## src/rtl/banked_ram_ctrl.sv

```systemverilog
// NBANKS x DEPTH x WIDTH single-port RAM behind one valid/ready command port.
// Supports read (1-cycle latency), write, and a whole-bank clear sweep.
module banked_ram_ctrl #(
  parameter int WIDTH  = 8,
  parameter int ADDR_W = 7,
  parameter int DEPTH  = 100,
  parameter int NBANKS = 4,
  parameter int BANK_W = 2
) (
  input  logic              clk,
  input  logic              rst,
  input  logic              cmd_valid,
  output logic              cmd_ready,
  input  logic [1:0]        cmd_op,
  input  logic [BANK_W-1:0] cmd_bank,
  input  logic [ADDR_W-1:0] cmd_addr,
  input  logic [WIDTH-1:0]  cmd_wdata,
  output logic              rd_valid,
  output logic [WIDTH-1:0]  rd_data,
  output logic [BANK_W-1:0] rd_bank,
  output logic              err,
  output logic              busy
);

  localparam logic [1:0] OP_RD  = 2'b00;
  localparam logic [1:0] OP_WR  = 2'b01;
  localparam logic [1:0] OP_CLR = 2'b10;
  localparam logic [1:0] OP_RSV = 2'b11;

  localparam logic [BANK_W:0] NB_L   = NBANKS[BANK_W:0];
  localparam logic [ADDR_W:0] DP_L   = DEPTH[ADDR_W:0];
  localparam logic [ADDR_W-1:0] LAST = ADDR_W'(DEPTH - 1);

  typedef enum logic {IDLE, CLEAR} state_t;

  state_t              state_q, state_d;
  logic [ADDR_W-1:0]   cnt_q, cnt_d;
  logic [BANK_W-1:0]   clr_bank_q;
  logic                rd_valid_q, err_q;
  logic [WIDTH-1:0]    rd_data_q;
  logic [BANK_W-1:0]   rd_bank_q;
  logic [WIDTH-1:0]    mem_q [NBANKS][DEPTH];

  logic cmd_fire, cmd_legal, bank_ok, addr_ok;

  assign cmd_ready = (state_q == IDLE);
  assign busy      = (state_q == CLEAR);
  assign cmd_fire  = cmd_valid & cmd_ready;

  assign bank_ok   = ({1'b0, cmd_bank} < NB_L);
  assign addr_ok   = ({1'b0, cmd_addr} < DP_L);
  assign cmd_legal = (cmd_op != OP_RSV) && bank_ok && (cmd_op == OP_CLR || addr_ok);

  always_comb begin
    state_d = state_q;
    cnt_d   = cnt_q;
    case (state_q)
      IDLE: begin
        if (cmd_fire && cmd_legal && cmd_op == OP_CLR) begin
          state_d = CLEAR;
          cnt_d   = '0;
        end
      end
      CLEAR: begin
        // Terminal compare on DEPTH-1 so non-power-of-two depths stop exactly.
        if (cnt_q == LAST) state_d = IDLE;
        else               cnt_d   = cnt_q + 1'b1;
      end
      default: state_d = IDLE;
    endcase
  end

  always_ff @(posedge clk) begin
    if (rst) begin
      state_q    <= IDLE;
      cnt_q      <= '0;
      clr_bank_q <= '0;
      rd_valid_q <= 1'b0;
      rd_data_q  <= '0;
      rd_bank_q  <= '0;
      err_q      <= 1'b0;
    end else begin
      state_q    <= state_d;
      cnt_q      <= cnt_d;
      rd_valid_q <= cmd_fire && cmd_legal && cmd_op == OP_RD;
      err_q      <= cmd_fire && !cmd_legal;
      if (cmd_fire && cmd_legal && cmd_op == OP_CLR) clr_bank_q <= cmd_bank;
      if (cmd_fire && cmd_legal && cmd_op == OP_RD) begin
        rd_data_q <= mem_q[cmd_bank][cmd_addr];
        rd_bank_q <= cmd_bank;
      end
    end
  end

  // Storage is not reset; reset only suppresses the write on its edge so an
  // aborted sweep leaves the bank partially cleared.
  always_ff @(posedge clk) begin
    if (!rst) begin
      if (state_q == CLEAR)
        mem_q[clr_bank_q][cnt_q] <= '0;
      else if (cmd_fire && cmd_legal && cmd_op == OP_WR)
        mem_q[cmd_bank][cmd_addr] <= cmd_wdata;
    end
  end

  assign rd_valid = rd_valid_q;
  assign rd_data  = rd_data_q;
  assign rd_bank  = rd_bank_q;
  assign err      = err_q;

endmodule

```

## config.mk

```make
export PLATFORM = sky130hd
export DESIGN_NAME = banked_ram_ctrl
export DESIGN_NICKNAME = d
export VERILOG_FILES = /design/src/rtl/banked_ram_ctrl.sv
export SDC_FILE = /design/constraint.sdc
export NUM_CORES = 2
export LEC_CHECK = 0
export BUFFER_PORTS_ARGS = -buffer_cell sky130_fd_sc_hd__buf_4
export CAP_MARGIN = 20
export CORE_MARGIN = 2
export CORE_UTILIZATION = 60
export DETAILED_ROUTE_END_ITERATION = 12
export GPL_TIMING_DRIVEN = 1
export HOLD_SLACK_MARGIN = 0.15
export MAX_ROUTING_LAYER = met4
export PLACE_DENSITY = 0.76
export SYNTH_ARGS = -nofsm -noshare
export SYNTH_HDL_FRONTEND = slang
export SYNTH_SLANG_ARGS = --single-unit
```

## constraint.sdc

```tcl
create_clock -name clk -period 13.33 [get_ports clk]
set_clock_uncertainty 0.15 [all_clocks]
set_input_delay 2.666 -clock clk [delete_from_list [all_inputs] [get_ports clk]]
set_output_delay 2.666 -clock clk [all_outputs]
set_load 0.01 [all_outputs]
```

==> flow_summary.ini <==
[cts]
cts_sinks = 3222
cts_setup_buffers = 0
h-tree-depth = 5
cts_made_buffers = 319
clk_pin_slew_worst_paths_ns = 0.06
cts-hold-fix-buffers = 0
cts_tree = done
clockRootBuffer = clkbuf_16
clk_latency_ns = 0.97
cts_resized = 0
clk_path_buf_depth = 4

[detailed_routing]
via_count = 70400
routedWlPerCell_um = 34.7
ant_nets = 0
via_per_inst = 6.99
drt-total-wl_um = 349000
drc_errors = 0
dr.pass1.iters = 8
drtIter0Drc = 11500

[floorplanning]
start_util = 0.603
die_x_um = 462
dieArea_um2 = 214000
pin_count = 36
die_h_um = 462
core_area_um2 = 209000
rows = 168

[synthesis]
synth_nets = 6980
synthMuxAreaShare = 0.133
ys_warn_count = 0
ys_ff_latch = 3222
synth_cells = 6957
yosysSeqAreaShare = 0.766
ys.flop_type = edfxtp_1
synth_compound_area_frac = 0.0467
synth_cell_types = 64
syn_area_per_cell_um2 = 18.1
synth_top_family_by_area = multiplexers
yosys.area_share.simple = 0.0339
synth_fa_ha_area_frac = 0.0000993
syn-cell-area_um2 = 126000
synth-edff-count = 3200
synthArstFlopShare = 0
synth_xor_area_frac = 0.000278

[power]
p_per_area_nw_per_um2 = 148
total_power_mw = 20.5
leakage_nw = 47.6
vdd_drop_max_uv = 149

[global_routing]
grt_util_all_layers = 0.332
grt_pass1_vias = 68200
use_met3 = 0.0858
antenna_found_initial = 15
grt_first_pass_wirelength_um = 495000
grt_max_degree = 209
grtUsageMet1 = 0.444
gr-usage-met2 = 0.477
overflow = 0
busiest_layer = met2

[sta]
maxSlewViolCount = 0
fin_crit_sh = 0.518
worst_pin_slew_ns = 1.32
rsz0062_at_grt = false
max_freq_ghz = 0.145
slew_headroom = 0.119
setup_viol_count_final = 0
tns_ns = 0
finalHoldViolCount = 0
timing.final.crit_period_ns = 6.90

[setup_path]
cp.arrival_ns = 7.56
critPathRequiredTime_ns = 13.99
r2r_start = busy$_SDFF_PP0_
critPathLaunchType = input pin
crit_type = in2reg
startpoint = cmd_bank[0]
r2r_cells = 7
path_max_fanout = 113
cp-end-kind = flop

[placed_design]
routabilityCongestion = 0.941
io_buffer_count = 35
dp_hpwl_um = 206000

[flow_run]
max_cap_viol_count = 0

[layout]
layout-drive-gt1-share = 0.112
syn_to_final_growth_pct = 10.2
final_nets = 7052
post-route-util = 0.664

[run_status]
status = completed

[hold_path]
min_path_cells = 2
min-delay-start = rd_bank[0]$_SDFFE_PP0P_
hp-class = reg2reg
-- layout make-up --
cell class / count / area, um2
repair buffers: 179 / 1630
multi-input cells: 3297 / 27200
fillers: 13200 / 70300
clock inverters: 146 / 1310
clock buffers: 393 / 8530
inverters: 10 / 38.8
well taps: 2805 / 3510
diodes: 18 / 45.0
flip-flops and latches: 3222 / 96500
-- through the flow --
step	cells	hold WS, ns	area, um2	setup WS [ns]
5_1_grt	10100	0.333	139000	6.29
6_report	10100	0.323	139000	6.43
4_1_cts	10100	0.319	139000	6.59
2_1_floorplan	6957	0.331	126000	2.69
3_5_place_dp	9512	0.305	129000	5.56
3_3_place_gp	9501	0.298	129000	5.60
-- power breakdown --
group / leakage, nW / total [mW] / switching (mW) / internal (mW)
registers: 30.2 / 11.0 / 0.00727 / 11.0
logic: 12.6 / 0.850 / 0.577 / 0.272
clock network: 4.82 / 8.67 / 3.69 / 4.98
-- worst max-delay path: stages --
cell and delay [ns]:
buf_16 0.48, buf_12 0.58, buf_12 0.63, mux2i_1 0.31
o22ai_1 0.14, nor4_1 0.65, a21oi_1 0.30, or4_1 0.52
nor3_1 0.65, a311oi_1 0.19
-- Yosys cell counts (all sizes together), types with 32 or more instances --
library cell	n	area, um2
a22oi	125	938
buf	345	2220
edfxtp	3200	96100
o22ai	609	3820
o21ai	32	160
mux4	150	3380
mux2i	1333	13300
nor4	131	820
nor3	49	275
clkbuf	83	312
nor2	521	1960
nand2	75	282
-- layer usage --
metal | vias up | wire [um]
met2 | 5546 | 157000
li1 | 28300 | -
met5 | - | 0
met4 | 0 | 20700
met3 | 1091 | 47800
met1 | 35400 | 124000
-- logic make-up after synthesis --
kind of cell | after synthesis
AOI/OAI and AO/OA | 897
xor gates and xnor gates | 4
adders and majority gates | 1
buffers and inverters | 438
DFF | 3222
muxes | 1483
and+or+nand+nor | 912
-- worst paths after layout --
check	endpoint	slack [ns]
max	rd_data[4]$_SDFFE_PP0P_	6.43
min	rd_bank[0]$_SDFFE_PP0P_	0.32
max reg2reg	mem_q[3][346]$_DFFE_PP_	8.44
min reg2reg	rd_bank[0]$_SDFFE_PP0P_	0.32
-- sequential cells by signal, summed over array words and instances, names as in the netlist --
| name | cells |
|---|---|
| busy | 1 |
| err | 1 |
| cnt_q | 7 |
| mem_q | 3200 |
| rd_data | 8 |
| rd_bank | 2 |
| rd_valid | 1 |
| clr_bank_q | 2 |
-- placed cells by master (no fill, tap or decap), types with 9 or more instances in the layout --
cell type,count
mux4_2,150
nor3_2,13
clkinv_1,57
a31oi_1,15
clkinv_2,50
nor4_1,130
o21ai_0,29
nand3_1,31
o21bai_1,14
nor2_1,516
dfxtp_1,22
a221oi_1,9
a21oi_1,23
nor3_1,35
buf_4,147
clkbuf_16,329
edfxtp_1,3200
mux2i_1,1333
o22ai_1,608
diode_2,18
o211ai_1,19
nand4_1,9
nand2_1,75
a211oi_1,13
clkbuf_1,58
clkinvlp_4,10
buf_12,19
or4_1,21
a22oi_1,125
nand2b_1,12
bufinv_16,24
Power figures use the tool's default switching activity.
